[src/rtl/ysyx_24100012_idu.sv]
// RV32I instruction decode stage with optional RV32M and Zicsr legality.
// One register slice between IFU and EXU with a valid/ready handshake on each side.
`timescale 1ns/1ps
module ysyx_24100012_idu #(
    parameter int DATA_WIDTH = 32,
    parameter int EN_M       = 0,
    parameter int EN_CSR     = 0
) (
    input  logic                  clk,
    input  logic                  rst_n,
    input  logic                  in_valid,
    output logic                  in_ready,
    input  logic [DATA_WIDTH-1:0] in_inst,
    input  logic [DATA_WIDTH-1:0] in_pc,
    input  logic                  flush,
    output logic                  out_valid,
    input  logic                  out_ready,
    output logic [DATA_WIDTH-1:0] out_pc,
    output logic [DATA_WIDTH-1:0] imm,
    output logic [2:0]            func3,
    output logic [4:0]            ALUSel,
    output logic [1:0]            PCType,
    output logic [4:0]            rs1,
    output logic [4:0]            rs2,
    output logic [4:0]            rd,
    output logic                  ASel,
    output logic                  BSel,
    output logic                  WEn,
    output logic                  MemWEn,
    output logic                  MemREn,
    output logic                  csr_en,
    output logic                  is_ecall,
    output logic                  is_ebreak,
    output logic                  illegal,
    output logic [1:0]            WBSel,
    output logic [31:0]           dec_count
);
    typedef struct packed {
        logic [DATA_WIDTH-1:0] pc;
        logic [DATA_WIDTH-1:0] imm;
        logic [2:0]            func3;
        logic [4:0]            alu_sel;
        logic [1:0]            pc_type;
        logic [4:0]            rs1;
        logic [4:0]            rs2;
        logic [4:0]            rd;
        logic                  a_sel;
        logic                  b_sel;
        logic                  wen;
        logic                  mem_wen;
        logic                  mem_ren;
        logic                  csr_en;
        logic                  is_ecall;
        logic                  is_ebreak;
        logic                  illegal;
        logic [1:0]            wb_sel;
    } bundle_t;

    bundle_t     bundle_next;
    bundle_t     bundle_reg;
    logic        out_valid_reg;
    logic [31:0] dec_count_reg;
    logic [31:0] imm32;

    logic [6:0] opcode;
    logic [2:0] f3;
    logic [6:0] f7;
    logic [31:0] imm_i, imm_s, imm_b, imm_j, imm_u, imm_sh, imm_z;
    logic        in_hs;

    assign opcode = in_inst[6:0];
    assign f3     = in_inst[14:12];
    assign f7     = in_inst[31:25];

    assign imm_i  = {{20{in_inst[31]}}, in_inst[31:20]};
    assign imm_sh = {27'b0, in_inst[24:20]};
    assign imm_s  = {{20{in_inst[31]}}, in_inst[31:25], in_inst[11:7]};
    assign imm_b  = {{19{in_inst[31]}}, in_inst[31], in_inst[7], in_inst[30:25], in_inst[11:8], 1'b0};
    assign imm_j  = {{11{in_inst[31]}}, in_inst[31], in_inst[19:12], in_inst[20], in_inst[30:21], 1'b0};
    assign imm_u  = {in_inst[31:12], 12'b0};
    assign imm_z  = {27'b0, in_inst[19:15]};

    assign in_ready = !out_valid_reg || out_ready;
    assign in_hs    = in_valid && in_ready;

    always_comb begin
        bundle_next        = '0;
        imm32              = '0;
        bundle_next.pc     = in_pc;
        bundle_next.func3  = f3;
        bundle_next.wb_sel = 2'b11;
        case (opcode)
            7'b0110011: begin
                bundle_next.rs1     = in_inst[19:15];
                bundle_next.rs2     = in_inst[24:20];
                bundle_next.rd      = in_inst[11:7];
                bundle_next.wen     = 1'b1;
                bundle_next.wb_sel  = 2'b00;
                bundle_next.alu_sel = {1'b0, in_inst[30], f3};
                if (f7 == 7'b0000000) begin
                    bundle_next.illegal = 1'b0;
                end else if (f7 == 7'b0100000) begin
                    bundle_next.illegal = !(f3 == 3'b000 || f3 == 3'b101);
                end else if (f7 == 7'b0000001 && EN_M != 0) begin
                    bundle_next.alu_sel = {2'b10, f3};
                end else begin
                    bundle_next.illegal = 1'b1;
                end
            end
            7'b0010011: begin
                bundle_next.rs1    = in_inst[19:15];
                bundle_next.rd     = in_inst[11:7];
                bundle_next.b_sel  = 1'b1;
                bundle_next.wen    = 1'b1;
                bundle_next.wb_sel = 2'b00;
                if (f3 == 3'b001 || f3 == 3'b101) begin
                    imm32               = imm_sh;
                    bundle_next.alu_sel = {1'b0, in_inst[30], f3};
                    bundle_next.illegal = (f3 == 3'b001) ? (f7 != 7'b0000000)
                                        : !(f7 == 7'b0000000 || f7 == 7'b0100000);
                end else begin
                    imm32               = imm_i;
                    bundle_next.alu_sel = {2'b00, f3};
                end
            end
            7'b0000011: begin
                imm32               = imm_i;
                bundle_next.rs1     = in_inst[19:15];
                bundle_next.rd      = in_inst[11:7];
                bundle_next.b_sel   = 1'b1;
                bundle_next.wen     = 1'b1;
                bundle_next.mem_ren = 1'b1;
                bundle_next.wb_sel  = 2'b10;
            end
            7'b0100011: begin
                imm32               = imm_s;
                bundle_next.rs1     = in_inst[19:15];
                bundle_next.rs2     = in_inst[24:20];
                bundle_next.b_sel   = 1'b1;
                bundle_next.mem_wen = 1'b1;
            end
            7'b1100011: begin
                imm32               = imm_b;
                bundle_next.rs1     = in_inst[19:15];
                bundle_next.rs2     = in_inst[24:20];
                bundle_next.a_sel   = 1'b1;
                bundle_next.b_sel   = 1'b1;
                bundle_next.pc_type = 2'b10;
            end
            7'b1101111: begin
                imm32               = imm_j;
                bundle_next.rd      = in_inst[11:7];
                bundle_next.a_sel   = 1'b1;
                bundle_next.b_sel   = 1'b1;
                bundle_next.wen     = 1'b1;
                bundle_next.wb_sel  = 2'b01;
                bundle_next.pc_type = 2'b01;
            end
            7'b1100111: begin
                imm32               = imm_i;
                bundle_next.rs1     = in_inst[19:15];
                bundle_next.rd      = in_inst[11:7];
                bundle_next.b_sel   = 1'b1;
                bundle_next.wen     = 1'b1;
                bundle_next.wb_sel  = 2'b01;
                bundle_next.pc_type = 2'b01;
            end
            7'b0010111, 7'b0110111: begin
                imm32              = imm_u;
                bundle_next.rd     = in_inst[11:7];
                bundle_next.a_sel  = (opcode == 7'b0010111);
                bundle_next.b_sel  = 1'b1;
                bundle_next.wen    = 1'b1;
                bundle_next.wb_sel = 2'b00;
            end
            7'b1110011: begin
                // ecall/ebreak are only legal with every other field zero
                if (f3 == 3'b000) begin
                    if (in_inst[31:7] == 25'd0) begin
                        bundle_next.is_ecall = 1'b1;
                    end else if (in_inst[31:7] == {12'd1, 13'd0}) begin
                        bundle_next.is_ebreak = 1'b1;
                    end else begin
                        bundle_next.illegal = 1'b1;
                    end
                end else if (EN_CSR != 0 && f3 != 3'b100) begin
                    bundle_next.csr_en = 1'b1;
                    bundle_next.wen    = 1'b1;
                    bundle_next.rd     = in_inst[11:7];
                    if (f3[2]) begin
                        imm32 = imm_z;
                    end else begin
                        imm32           = imm_i;
                        bundle_next.rs1 = in_inst[19:15];
                    end
                end else begin
                    bundle_next.illegal = 1'b1;
                end
            end
            default: bundle_next.illegal = 1'b1;
        endcase
        bundle_next.imm = DATA_WIDTH'($signed(imm32));
        if (bundle_next.illegal) begin
            bundle_next.wen       = 1'b0;
            bundle_next.mem_wen   = 1'b0;
            bundle_next.mem_ren   = 1'b0;
            bundle_next.csr_en    = 1'b0;
            bundle_next.is_ecall  = 1'b0;
            bundle_next.is_ebreak = 1'b0;
            bundle_next.pc_type   = 2'b00;
        end
    end

    // flush discards both the held bundle and any same-cycle input
    always_ff @(posedge clk) begin
        if (!rst_n) begin
            out_valid_reg <= 1'b0;
            dec_count_reg <= '0;
            bundle_reg    <= '0;
        end else begin
            if (flush) begin
                out_valid_reg <= 1'b0;
            end else if (in_hs) begin
                out_valid_reg <= 1'b1;
                bundle_reg    <= bundle_next;
            end else if (out_ready) begin
                out_valid_reg <= 1'b0;
            end
            if (out_valid_reg && out_ready && !flush) begin
                dec_count_reg <= dec_count_reg + 32'd1;
            end
        end
    end

    assign out_valid = out_valid_reg;
    assign dec_count = dec_count_reg;
    assign out_pc    = bundle_reg.pc;
    assign imm       = bundle_reg.imm;
    assign func3     = bundle_reg.func3;
    assign ALUSel    = bundle_reg.alu_sel;
    assign PCType    = bundle_reg.pc_type;
    assign rs1       = bundle_reg.rs1;
    assign rs2       = bundle_reg.rs2;
    assign rd        = bundle_reg.rd;
    assign ASel      = bundle_reg.a_sel;
    assign BSel      = bundle_reg.b_sel;
    assign WEn       = bundle_reg.wen;
    assign MemWEn    = bundle_reg.mem_wen;
    assign MemREn    = bundle_reg.mem_ren;
    assign csr_en    = bundle_reg.csr_en;
    assign is_ecall  = bundle_reg.is_ecall;
    assign is_ebreak = bundle_reg.is_ebreak;
    assign illegal   = bundle_reg.illegal;
    assign WBSel     = bundle_reg.wb_sel;
endmodule
[config.mk]
export PLATFORM = sky130hd
export DESIGN_NAME = ysyx_24100012_idu
export DESIGN_NICKNAME = d
export VERILOG_FILES = /design/src/rtl/ysyx_24100012_idu.sv
export SDC_FILE = /design/constraint.sdc
export NUM_CORES = 1
export LEC_CHECK = 0
export ABC_AREA = 1
export CAP_MARGIN = 20
export CORE_ASPECT_RATIO = 1.75
export CORE_MARGIN = 10
export CORE_UTILIZATION = 46
export DETAILED_ROUTE_END_ITERATION = 8
export PLACE_DENSITY_LB_ADDON = 0.25
export SYNTH_ARGS = -nofsm -noshare
export SYNTH_HDL_FRONTEND = slang
export SYNTH_SLANG_ARGS = --single-unit
[constraint.sdc]
create_clock -name clk -period 2 [get_ports clk]
set_clock_uncertainty 0.05 [all_clocks]
set_input_delay 0.4 -clock clk [delete_from_list [all_inputs] [get_ports clk]]
set_output_delay 0.4 -clock clk [all_outputs]
set_load 0.01 [all_outputs]
==> flow_metrics.py <==
metrics = {
    "critical_path": {
        "critical_path_buf_inv_count": 1,
        "crit_slowest_cell": "clkdlybuf4s50_1",
        "worst_r2r_path_depth": 10,
        "worstPathCellList": "clkdlybuf4s50_1",
        "required_ps": 1550,
        "start_kind": "flip-flop",
        "r2r-end": "dec_count[23]",
        "reg2reg_slack_ps": 320,
        "worstSetupPathType": "reg -> out",
        "end_kind": "primary output",
        "worst_ep_arrival_time_ps": 1480,
        "critPathMaxStageDelay_ps": 600,
        "crit_path_max_fanout": 7,
        "startpoint": "dec_count[3]",
        "crit_family": "buffers and inverters",
        "r2r_start": "dec_count[0]",
    },
    "floorplan": {
        "design.portCount": 203,
        "die-area_sq_um": 18600,
        "dieHeight_um": 173,
        "die_w_um": 107,
        "start_util_pct": 47.3,
        "core_area_sq_um": 13000,
        "core.rowCount": 55,
    },
    "cts": {
        "cts-root-buf": "clkbuf_16",
        "path_clk_slew_ps": 60,
        "cts_buffers": 17,
        "ctsLongestPathBuffers": 2,
        "cts_sinks": 131,
        "htree_levels": 4,
        "insertion_delay_ps": 410,
        "cts_tree": "yes",
        "cts_setup_buffers": 0,
    },
    "sta": {
        "report.final.setup_viol": 0,
        "maxClockFrequency_mhz": 518,
        "hold_ws_ps": 386,
        "finalCritPeriodShare_pct": 96.5,
        "final-hold-violation-count": 0,
        "fin_crit_ps": 1930,
        "grt_setup_unrepaired": "no",
        "report.final.slew_viol_count": 0,
    },
    "global_route": {
        "busiest_layer": "met2",
        "grt_use_met2_pct": 43.9,
        "grt_use_total_pct": 23.1,
        "grt_start_max_net_pins": 70,
        "met3_usage_pct": 4.91,
        "grt_pass1_wl_um": 34700,
        "grt_pass1_vias": 6840,
        "antenna_found_initial": 1,
        "met1_usage_pct": 23.1,
        "gr-total-overflow": 0,
    },
    "pwr": {
        "ir_drop_uv": 566,
        "p_leak_nw": 3.82,
        "powerDensity_nw_per_um2": 686,
    },
    "layout": {
        "drive_gt1_share_pct": 13.8,
        "utilization_pct": 73.0,
        "synthToLayoutAreaGrowth_pct": 54.4,
        "nets": 1217,
    },
    "routing": {
        "wl_um": 21700,
        "first_iter_violations": 295,
        "detail_route.vias_per_cell": 5.03,
        "firstDrtPassIters": 5,
        "vias": 6697,
        "drtAntennaViolNets": 0,
        "routedWlPerCell_um": 16.3,
        "drc": 0,
    },
    "place": {
        "place_congestion": 0.906,
        "portBuffers": 200,
        "dp_hpwl_um": 16700,
    },
    "synth": {
        "synth-xor-area-share_pct": 0.712,
        "synth_fa_ha_area_share_pct": 0.203,
        "ys_ff_latch": 131,
        "synth-edff-count": 0,
        "yosysSeqAreaShare_pct": 42.6,
        "synth-simple-area-share_pct": 33.3,
        "synth.avg_cell_area_sq_um": 6.94,
        "synthArstFlopShare_pct": 0,
        "syn_inst": 886,
        "synth_warnings": 0,
        "synth_flop_cell": "dfxtp_1",
        "synth_compound_area_share_pct": 14.8,
        "synth_area_sq_um": 6150,
        "muxShareOfSynthArea_pct": 0,
        "synthDistinctLibCells": 42,
        "synth_top_family_by_area": "simple AND/OR/NAND/NOR gates",
    },
    "job": {
        "maxCapViolCount": 0,
    },
    "worst_hold_path": {
        "hold_path_end": "dec_count[13]",
        "hold_depth": 3,
        "hold_class": "in -> reg",
        "hold_path.startpoint": "rst_n",
    },
    "run_status": {
        "status": "finished, final reports clean",
    },
}
[report_power, final]
group          switching [mW]  leakage [nW]  total [mW]  internal, mW
clock                    1.25         0.273        3.02          1.77
sequential             0.0386          1.06        2.72          2.68
combinational           0.381          2.48       0.773         0.393
[layout make-up]
cell class | instances | area (sq um)
Clock buffer | 19 | 443
Tap cell | 171 | 214
Antenna cell | 1 | 2.50
Timing Repair Buffer | 279 | 2730
Sequential cell | 131 | 2620
Clock inverter | 13 | 126
Inverter | 85 | 320
Multi-Input combinational cell | 633 | 3040
Fill cell | 1071 | 3510
[per-stage QoR]
step           cell area (sq um)  TNS, ps  std cells  worst slack (ps)  total power [mW]
3_3_place_gp                8910    -9420       1299              -228              3.54
6_report                    9490        0       1332              70.1              6.51
2_1_floorplan               6150        0        887               300              3.08
4_1_cts                     9480        0       1331              63.8              6.56
3_5_place_dp                8910   -11080       1299              -302              3.55
5_1_grt                     9490        0       1332              19.1              6.75
[logic make-up after synthesis]
family          after synthesis
buf+inv                     123
simple gates                453
other cells                   1
fa+ha+maj                     1
xor+xnor                      5
flops                       131
compound gates              172
[layer usage]
metal	share of wire, %	wire length, um
met5	0	0
met4	2.8	611
met3	5.6	1210
met2	56	12100
met1	36	7780
[tightest hold or removal path: cells and delay by family]
kind	cells	cell delay (ps)
simple gates	1	110
buf+inv	2	290
[timing repair]
item                       in CTS  in global routing
cloned                          0                  0
resized for setup               1                  3
hold buffers                    0                  0
setup endpoints to repair       1                 13
[cell usage after synthesis, types with 3 or more instances]
| library cell | number | area share [%] |
|---|---|---|
| a211oi_1 | 3 | 0.37 |
| a21oi_1 | 84 | 6.8 |
| buf_2 | 11 | 0.90 |
| buf_4 | 5 | 0.61 |
| clkbuf_1 | 19 | 1.2 |
| dfxtp_1 | 131 | 43 |
| inv_1 | 76 | 4.6 |
| inv_2 | 8 | 0.49 |
| nand2_1 | 207 | 13 |
| nand2_2 | 12 | 1.2 |
| nand2_4 | 3 | 0.55 |
| nand3_1 | 42 | 3.4 |
| nand3_2 | 4 | 0.65 |
| nand3b_1 | 6 | 0.73 |
| nand4_1 | 15 | 1.5 |
| nor2_1 | 132 | 8.1 |
| nor2_4 | 7 | 1.3 |
| nor3_1 | 15 | 1.2 |
| nor3_4 | 3 | 0.79 |
| o21ai_0 | 64 | 5.2 |
| o21ai_1 | 6 | 0.49 |
| o22ai_1 | 5 | 0.51 |
| xor2_1 | 3 | 0.43 |
[worst max path at each step]
stage	to	slack [ps]	cells past startpoint
6_report	dec_count[3]	70	1
5_1_grt	dec_count[3]	20	1
4_1_cts	dec_count[3]	60	1
3_5_place_dp	imm[21]	-300	11
3_3_place_gp	imm[29]	-230	11
2_1_floorplan	dec_count[20]	300	8
[layout by cell type, fill, tap and decap left out, drive strengths merged, types with 3 or more instances in the layout]
| cell type | Yosys | routed |
|---|---|---|
| clkinvlp | 0 | 3 |
| clkinv | 1 | 5 |
| clkbuf | 19 | 19 |
| nand2 | 222 | 222 |
| nor2 | 142 | 142 |
| nor3 | 20 | 20 |
| a211oi | 3 | 3 |
| xor2 | 3 | 3 |
| o21ai | 72 | 72 |
| nand4 | 15 | 15 |
| nand3 | 47 | 47 |
| inv | 84 | 89 |
| buf | 19 | 80 |
| dfxtp | 131 | 131 |
| clkdlybuf4s50 | 0 | 197 |
| a21oi | 84 | 84 |
| nand3b | 6 | 6 |
| o22ai | 6 | 6 |
Power figures use the tool's default switching activity.
